==> config.mk <==
export PLATFORM = sky130hd
export DESIGN_NAME = clk_div_flat
export DESIGN_NICKNAME = d
export VERILOG_FILES = /design/src/rtl/clk_div_if.sv /design/src/rtl/clk_div.sv /design/src/flat_wrapper.sv
export SDC_FILE = /design/constraint.sdc
export NUM_CORES = 1
export LEC_CHECK = 0
export ABC_AREA = 1
export BUFFER_PORTS_ARGS = -buffer_cell sky130_fd_sc_hd__buf_2
export CORE_AREA = 8 8 45 47
export DETAILED_ROUTE_END_ITERATION = 6
export DIE_AREA = 0 0 53 55
export GPL_ROUTABILITY_DRIVEN = 0
export PLACE_DENSITY_LB_ADDON = 0.15
export SYNTH_ARGS = -nofsm -noshare
export SYNTH_HDL_FRONTEND = slang
export SYNTH_SLANG_ARGS = --single-unit
==> constraint.sdc <==
create_clock -name clk -period 1.1 [get_ports clk]
set_clock_uncertainty 0.15 [all_clocks]
set_input_delay 0 -clock clk [delete_from_list [all_inputs] [get_ports clk]]
set_output_delay 0 -clock clk [all_outputs]
set_load 0.01 [all_outputs]
==> src/rtl/clk_div_if.sv <==
// Bundle of the divider's enable input and its divided-clock outputs.
// The phase width follows the divider's ratio so both ends agree on it.
interface clk_div_if #(
    parameter int X = 8
);
    localparam int CW = (X > 2) ? $clog2(X) : 1;

    logic          en;
    logic          clk_divided;
    logic          tick;
    logic [CW-1:0] phase;

    modport master (output en, input clk_divided, input tick, input phase);
    modport slave  (input en, output clk_divided, output tick, output phase);
endinterface

==> src/rtl/clk_div.sv <==
// Integer clock divider: registered divided clock with period X, a tick strobe
// on each rising edge of the divided clock, and the running phase count.
module clk_div #(
    parameter int X = 8
) (
    input  logic      clk,
    input  logic      rst,
    clk_div_if.slave  bus
);
    localparam int            CW     = (X > 2) ? $clog2(X) : 1;
    localparam logic [CW-1:0] HALF   = CW'(X / 2);
    localparam logic [CW-1:0] LAST   = CW'(X - 1);

    if (X < 2) begin : g_bad_ratio
        $error("clk_div: division ratio X must be at least 2");
    end

    logic [CW-1:0] phase_q;
    logic [CW-1:0] phase_next;
    logic          divided_q;
    logic          tick_q;

    always_comb begin
        phase_next = phase_q;
        if (bus.en) begin
            phase_next = (phase_q == LAST) ? '0 : phase_q + CW'(1);
        end
    end

    // With en low phase_next equals phase, so the divided clock naturally holds.
    always_ff @(posedge clk) begin
        if (rst) begin
            phase_q   <= '0;
            divided_q <= 1'b0;
            tick_q    <= 1'b0;
        end else begin
            phase_q   <= phase_next;
            divided_q <= (phase_next >= HALF);
            tick_q    <= bus.en && (phase_next == HALF);
        end
    end

    assign bus.phase       = phase_q;
    assign bus.clk_divided = divided_q;
    assign bus.tick        = tick_q;
endmodule

==> src/flat_wrapper.sv <==
// flat-port wrapper written by rule: the top's interface ports become plain ports
module clk_div_flat 
#(
    parameter int X = 8
)
  (clk, rst, bus_en, bus_clk_divided, bus_tick, bus_phase);
  clk_div_if #(.X(X)) bus_i ();
  input  logic clk;
  input  logic rst;
  input wire logic [$bits(bus_i.en)-1:0] bus_en;
  output wire logic [$bits(bus_i.clk_divided)-1:0] bus_clk_divided;
  output wire logic [$bits(bus_i.tick)-1:0] bus_tick;
  output wire logic [$bits(bus_i.phase)-1:0] bus_phase;
  assign bus_i.en = bus_en;
  assign bus_clk_divided = bus_i.clk_divided;
  assign bus_tick = bus_i.tick;
  assign bus_phase = bus_i.phase;
  clk_div #(.X(X)) u_core (.clk(clk), .rst(rst), .bus(bus_i));
endmodule
-- Yosys cells after proc, flatten, opt, wreduce, memory -nomap -nowiden
Index checks and enable logic that the tools add are counted.
- bits in registers: 5
- bits in latches: 0
- RAM bits: 0
- ROM bits: 0
- input bits: 3
- output and inout port bits: 5
- word-level logic and storage cells: 10
- memories kept: 0
- add/subtract/negate cells: 1
- multiply operators: 0
- divide/modulo/power cells: 0
- magnitude comparators: 1
- equality and inequality tests: 2
- shift operators: 0
- multiplexer cells: 2
- bitwise operators: 0
- reductions and logical operators: 1
- operators with widths (operator ; number):
    $eq A3 B3 Y1 const B ; 2
    $mux W3 ; 2
    $add A3 B1 Y3 const B ; 1
    $ge A3 B3 Y1 const B ; 1
    $logic_and A1 B1 Y1 ; 1

-- Logic depth before layout (Yosys ltp)
Gate-level depths: netlist of the first run.
- depth after elaboration: 5
- gate-level depth with buffers: 7
- depth with buffers taken out: 7

-- Least setup slack after synthesis of the first run
Ideal clock, no wire load.
- kind: flip-flop to flip-flop
- start: register u_core.phase_q[0] (netlist: u_core.bus.phase[0])
- end: register u_core.tick_q (netlist: u_core.bus.tick)
- setup time: 0.064 ns
- arrival time: 1.049 ns
- data required time: 0.886 ns
- setup slack: -0.163 ns
- stages on the path, launching flop included: 7
- buffers on the path: 0
- period minus slack after synthesis: 1.263 ns
- path through: dfxtp_1 ha_1 ha_1 nand2_2 nor2_2 nand2_1 nor2_1
- word-level cells in the longest chain between the ends: 5
- elaborated cells on any way between the ends: 6
- classes of those cells: add/sub (1); eq/ne (2); mux (2); reduce/logical (1)
- RTL lines (item ; RTL line ; source):
    start, declared ; clk_div.sv:18 ; logic [CW-1:0] phase_q;
    start signal, assigned ; clk_div.sv:37 ; phase_q <= phase_next;
    $add A3 B1 Y3 or $eq A3 B3 Y1 (tied branches) ; clk_div.sv:26 ; phase_next = (phase_q == LAST) ? '0 : phase_q + CW'(1);
    $mux W3 ; clk_div.sv:26 ;
    $mux W3 * ; clk_div.sv:25 ; if (bus.en) begin
    $eq A3 B3 Y1 * ; clk_div.sv:39 ; tick_q <= bus.en && (phase_next == HALF);
    $logic_and A1 B1 Y1 * ; clk_div.sv:39 ;
    end signal, assigned ; clk_div.sv:39 ;
    end, declared ; clk_div.sv:21 ; logic tick_q;
Every way passes the cells marked *; elsewhere a longest branch is shown, timed or not.
A chain may end at the register's enable or synchronous reset.

-- Worst setup path in the final report of the first run
Same ends and word-level chain as after synthesis.

==> results.py, run 1 <==
metrics = {
    "sta": {
        "finalSetupViolCount": 5,
        "relSlewSlack_pct": 89.74,
        "hold_violations": 5,
        "fin_crit_sh_pct": 111.7,
        "final.setup.worst_slack_ps": -128.5,
        "fmax_ghz": 0.8140,
        "rsz0062_at_grt": "yes",
        "slew_viol_final": 0,
        "setup_tns_ps": -255.5,
        "whs_ps": -164.8,
        "tightest_slew_ps": 153.7,
        "fin_crit_ps": 1228,
    },
    "worst_setup_path": {
        "cp_top_family": "adder cells",
        "crit_path_top_delay_cell": "dfxtp_2",
        "critPathCaptureType": "flop",
        "worstSetupPathType": "flop to flop",
        "worstPathRequired_ps": 1120,
        "crit_top_cell": "ha_4",
        "critPathLaunchType": "flop",
        "cp_max_fo": 3,
        "slowest_delay_ps": 330,
        "cp_cell_sequence": "ha_4 -> ha_4 -> nand2_4 -> nor2_2 -> nand2_1 -> nor2_1",
        "crit_buf_inv": 0,
        "worst_ep_arrival_time_ps": 1250,
    },
    "run_status": {
        "failed_checks": "negative hold slack, negative setup slack",
        "status": "finished, violations left",
    },
    "cts": {
        "clk_latency_ps": 240,
        "clockRootBuffer": "clkbuf_4",
        "clkTransAtPathRegs_ps": 40,
        "cts_sinks": 5,
        "postCtsSetupBuffers": 0,
        "numCtsBuffers": 3,
        "cts.htree.levels": 1,
        "cts_tree": "done",
        "cts.path.max_buffers": 2,
    },
    "routing": {
        "drc": 0,
        "viasPerCell": 3.804,
        "avgRoutedWirePerCell_microns": 9.018,
        "vias": 213,
        "drt_first_pass_iters": 2,
        "drt_iter0_drc": 4,
        "detail-route-antenna-nets": 0,
        "totalWireLength_microns": 505,
    },
    "global_route": {
        "grt_pass1_wl_microns": 924,
        "gr-total-overflow": 0,
        "grt_max_degree": 7,
        "first_global_vias": 237,
        "antenna_found_initial": 0,
        "grt_use_total_pct": 4.757,
    },
    "synthesis": {
        "synth.top_cell.area_share_pct": 47.34,
        "yosys-top-cells-area": "dfxtp_1 47%, nand2_1 14%, ha_1 12%",
        "synthMuxAreaShare_pct": 0,
        "synth_top_family_by_area": "simple AND/OR/NAND/NOR gates",
        "synth_compound_area_share_pct": 7.101,
        "synth-seq-cells": 5,
        "synth_xor_area_share_pct": 0,
        "syn_avg_cell_area_sq_um": 7.832,
        "yosys.area.top_type": "dfxtp_1",
        "synth_nets": 32,
        "synthAdderAreaFrac_pct": 11.83,
        "netlist_area_sq_um": 211.5,
        "synth-simple-area-share_pct": 28.40,
        "synthDistinctLibCells": 9,
        "ys_seq_area_share_pct": 47.34,
        "synth_warnings": 0,
        "synthCells": 27,
    },
    "die": {
        "io_pins": 8,
        "die_area_sq_mm": 0.002915,
        "fp.dieW_microns": 53,
        "core-area_sq_mm": 0.001384,
        "initial_core_util_pct": 15.28,
        "core.rowCount": 14,
        "die_y_microns": 55,
    },
    "power_and_ir_drop": {
        "p_sw_mw": 0.1077,
        "combPwrFrac_pct": 12.8,
        "p_leak_nw": 0.1719,
        "pwr-share-clk_pct": 44.7,
        "power_mw": 0.4640,
        "power_density_mw_per_mm2": 1348,
        "p_sw_share_pct": 23.21,
        "ir_worst_vdd_uv": 397.5,
        "seqPwrFrac_pct": 42.5,
        "p_int_mw": 0.3563,
    },
    "place": {
        "dpl.cell_count": 52,
        "pre_cts_ws_ps": -126.5,
        "numPortBuffers": 7,
        "placed_area_sq_um": 309.0,
        "dpl.hpwl_microns": 432.9,
    },
    "layout": {
        "layout.nets": 46,
        "layout-drive-gt1-share_pct": 50.00,
        "stdcell_count": 56,
        "stdcell_area_sq_um": 344.1,
        "multi_input_area_sq_um": 133.9,
        "synthToLayoutAreaGrowth_pct": 62.72,
        "fillCellCount": 163,
        "utilization_pct": 24.86,
        "seqCellArea_sq_um": 102.6,
        "diodes": 0,
    },
    "job": {
        "drv_cap": 0,
    },
    "hold_path": {
        "hold_class": "input port to flop",
    },
}
-- routing by layer --
layer | global-route usage, % | share of wire (%) | vias up
met5 | 0 | 0 | -
met4 | 6.466 | 0 | 0
met3 | 3.209 | 8.7 | 0
met2 | 6.641 | 54 | 4
met1 | 3.957 | 37 | 98
li1 | - | - | 111
-- cell usage after synthesis --
| cell type | n |
|---|---|
| nand3_1 | 2 |
| inv_1 | 3 |
| ha_1 | 2 |
| a21oi_1 | 3 |
| nor2_1 | 2 |
| nand2_2 | 1 |
| nand2_1 | 8 |
| nor2_2 | 1 |
| dfxtp_1 | 5 |
-- cells by family after synthesis --
family	after synthesis
AOI/OAI and AO/OA	3
adders and majority gates	2
buffers and inverters	3
DFF	5
and+or+nand+nor	14
-- final timing paths --
path / startpoint / end / cells after the start / slack, ps
max: u_core.bus.phase[0] / u_core.bus.tick / 6 / -130
min: rst / u_core.bus.phase[0] / 2 / -160
max reg2reg: u_core.bus.phase[0] / u_core.bus.tick / 6 / -130
min reg2reg: u_core.bus.phase[2] / u_core.bus.phase[2] / 2 / 410
-- power by group through the flow --
stage / Sequential (mW) / Clock (mW) / Combinational [mW]
after floorplan: 0.205 / 0 / 0.0246
after global placement: 0.201 / 0 / 0.0581
after detailed placement: 0.201 / 0 / 0.0586
after CTS: 0.197 / 0.222 / 0.0616
after global routing: 0.198 / 0.233 / 0.0711
final: 0.197 / 0.207 / 0.0595
-- cell usage in the layout (no fill, tap or decap), drive strengths merged --
| cell | n |
|---|---|
| nand2 | 9 |
| buf | 9 |
| nand3 | 2 |
| nor2 | 3 |
| clkbuf | 4 |
| ha | 2 |
| inv | 3 |
| dfxtp | 5 |
| a21oi | 3 |
-- repair_timing --
| item | in CTS | in global routing |
|---|---|---|
| hold endpoints to repair | 5 | 5 |
| endpoints found under the setup margin | 5 | 5 |
| resized for setup | 3 | 0 |
| pin swaps | 2 | 0 |
-- sequential cells by signal, summed over array words and instances (netlist names) --
signal,flops
u_core.bus.tick,1
u_core.bus.phase,3
u_core.bus.clk_divided,1
-- cell type report --
class	count	share of cell area (%)
multi-input combinational	19	38.91
inverter	3	3.273
sequential	5	29.82
clock buffer	4	7.636
tap	16	5.818
timing repair buffer	9	14.55
No activity file was read; power rests on OpenSTA's default activity.
==> run 2: changes to the inputs <==
- clock period: 1.1 -> 1.2 ns (I/O delays scaled with it)
==> results.py, run 2 (synthesized netlist as in run 1, its figures left out) <==
metrics = {
    "power_and_ir_drop": {
        "p_int_mw": 0.3295,
        "power_density_mw_per_mm2": 1232,
        "p_sw_mw": 0.1037,
        "power_mw": 0.4332,
        "seqPwrFrac_pct": 41.8,
        "combPwrFrac_pct": 14.0,
        "ir_worst_vdd_uv": 429.3,
        "p_leak_nw": 0.1741,
        "pwr-share-clk_pct": 44.2,
        "p_sw_share_pct": 23.94,
    },
    "sta": {
        "relSlewSlack_pct": 89.12,
        "tightest_slew_ps": 163.0,
        "finalSetupViolCount": 1,
        "fin_crit_ps": 1201,
        "slew_viol_final": 0,
        "rsz0062_at_grt": "yes",
        "final.setup.worst_slack_ps": -1.077,
        "whs_ps": -163.2,
        "setup_tns_ps": -1.077,
        "fmax_ghz": 0.8326,
        "fin_crit_sh_pct": 100.1,
        "hold_violations": 5,
    },
    "worst_setup_path": {
        "worstPathRequired_ps": 1230,
        "crit_buf_inv": 0,
        "cp_max_fo": 3,
        "crit_path_top_delay_cell": "dfxtp_2",
        "worst_ep_arrival_time_ps": 1230,
        "critPathCaptureType": "flop",
        "critPathLaunchType": "flop",
        "cp_cell_sequence": "ha_4 -> ha_4 -> nand2_4 -> nor2_2 -> nand2_1 -> nor2_1",
        "cp_top_family": "adder cells",
        "slowest_delay_ps": 330,
        "crit_top_cell": "ha_4",
        "worstSetupPathType": "flop to flop",
    },
    "die": {
        "io_pins": 8,
        "core.rowCount": 14,
        "die_area_sq_mm": 0.002915,
        "core-area_sq_mm": 0.001384,
        "fp.dieW_microns": 53,
        "initial_core_util_pct": 15.28,
        "die_y_microns": 55,
    },
    "cts": {
        "cts_tree": "done",
        "clockRootBuffer": "clkbuf_4",
        "clkTransAtPathRegs_ps": 40,
        "cts.path.max_buffers": 2,
        "postCtsSetupBuffers": 0,
        "cts_sinks": 5,
        "clk_latency_ps": 240,
        "numCtsBuffers": 3,
        "cts.htree.levels": 1,
    },
    "run_status": {
        "failed_checks": "negative hold slack, negative setup slack",
        "status": "finished, violations left",
    },
    "global_route": {
        "antenna_found_initial": 0,
        "grt_max_degree": 7,
        "grt_use_total_pct": 5.027,
        "grt_pass1_wl_microns": 966,
        "gr-total-overflow": 0,
        "first_global_vias": 230,
    },
    "routing": {
        "drt_iter0_drc": 1,
        "viasPerCell": 3.768,
        "avgRoutedWirePerCell_microns": 9.411,
        "detail-route-antenna-nets": 0,
        "totalWireLength_microns": 527,
        "drc": 0,
        "vias": 211,
        "drt_first_pass_iters": 4,
    },
    "layout": {
        "synthToLayoutAreaGrowth_pct": 66.27,
        "layout-drive-gt1-share_pct": 52.50,
        "largest_reg_flops": 3,
        "utilization_pct": 25.41,
        "diodes": 0,
        "layout_commonest_cell": "nand2_1",
        "final_cell_mix": "8 x nand2_1, 7 x buf_2, 3 x clkbuf_4, 3 x dfxtp_1",
        "layout.nets": 46,
    },
    "job": {
        "drv_cap": 0,
    },
    "place": {
        "numPortBuffers": 7,
    },
    "hold_path": {
        "hold_class": "input port to flop",
    },
}
## run 2: worst reg2reg max path, cell delays in order, from the launching register on
cell	delay, ps
dfxtp_2	330
ha_4	160
ha_4	260
nand2_4	50
nor2_2	70
nand2_1	50
nor2_1	70
## run 2: power by group through the flow
stage                     Sequential [mW]  Combinational (mW)  Clock, mW
after detailed placement            0.184              0.0549          0
after CTS                           0.181              0.0574      0.204
after floorplan                     0.188              0.0226          0
final                               0.181              0.0607      0.192
after global routing                0.182              0.0697      0.220
after global placement              0.184              0.0537          0
## run 2: cell type report
| class | instances | area [sq um] |
|---|---|---|
| Inverter | 3 | 13.76 |
| Tap cell | 16 | 20.02 |
| Sequential cell | 5 | 102.6 |
| Clock buffer | 4 | 26.28 |
| Multi-Input combinational cell | 19 | 138.9 |
| Fill cell | 164 | 1032 |
| Timing Repair Buffer | 9 | 50.05 |
## run 2: path summary, 6_finish.rpt
kind                             from                   to  slack, ps  depth (start not counted)
setup / recovery  u_core.bus.phase[1]      u_core.bus.tick         -1                          6
hold / removal                    rst  u_core.bus.phase[1]       -160                          2
hold reg to reg   u_core.bus.phase[2]  u_core.bus.phase[2]        390                          2
setup reg to reg  u_core.bus.phase[1]      u_core.bus.tick         -1                          6
## run 2: what timing repair did
item | 4_1_cts | 5_1_grt
gates resized for setup | 1 | 4
endpoints found under the setup margin | 1 | 4
endpoints found under the hold margin | 5 | 5
## run 2: routing by layer
layer,vias to the layer above,global-route usage (%),wire (microns)
met2,4,7.422,284
met3,0,4.278,33
met5,-,0,0
met1,96,4.407,210
met4,0,3.879,0
li1,111,-,-
## run 2: stage by stage
stage               std cells  hold WS, ps  setup WS [ps]  area, sq um
floorplan                  27       -88.35          5.266        239.0
global route               56       -170.1         -56.17        351.6
detailed placement         52        94.28         -9.227        309.0
global placement           52        90.47         -3.996        309.0
CTS                        56       -168.6         -15.39        340.3
finish                     56       -163.2         -1.077        351.6
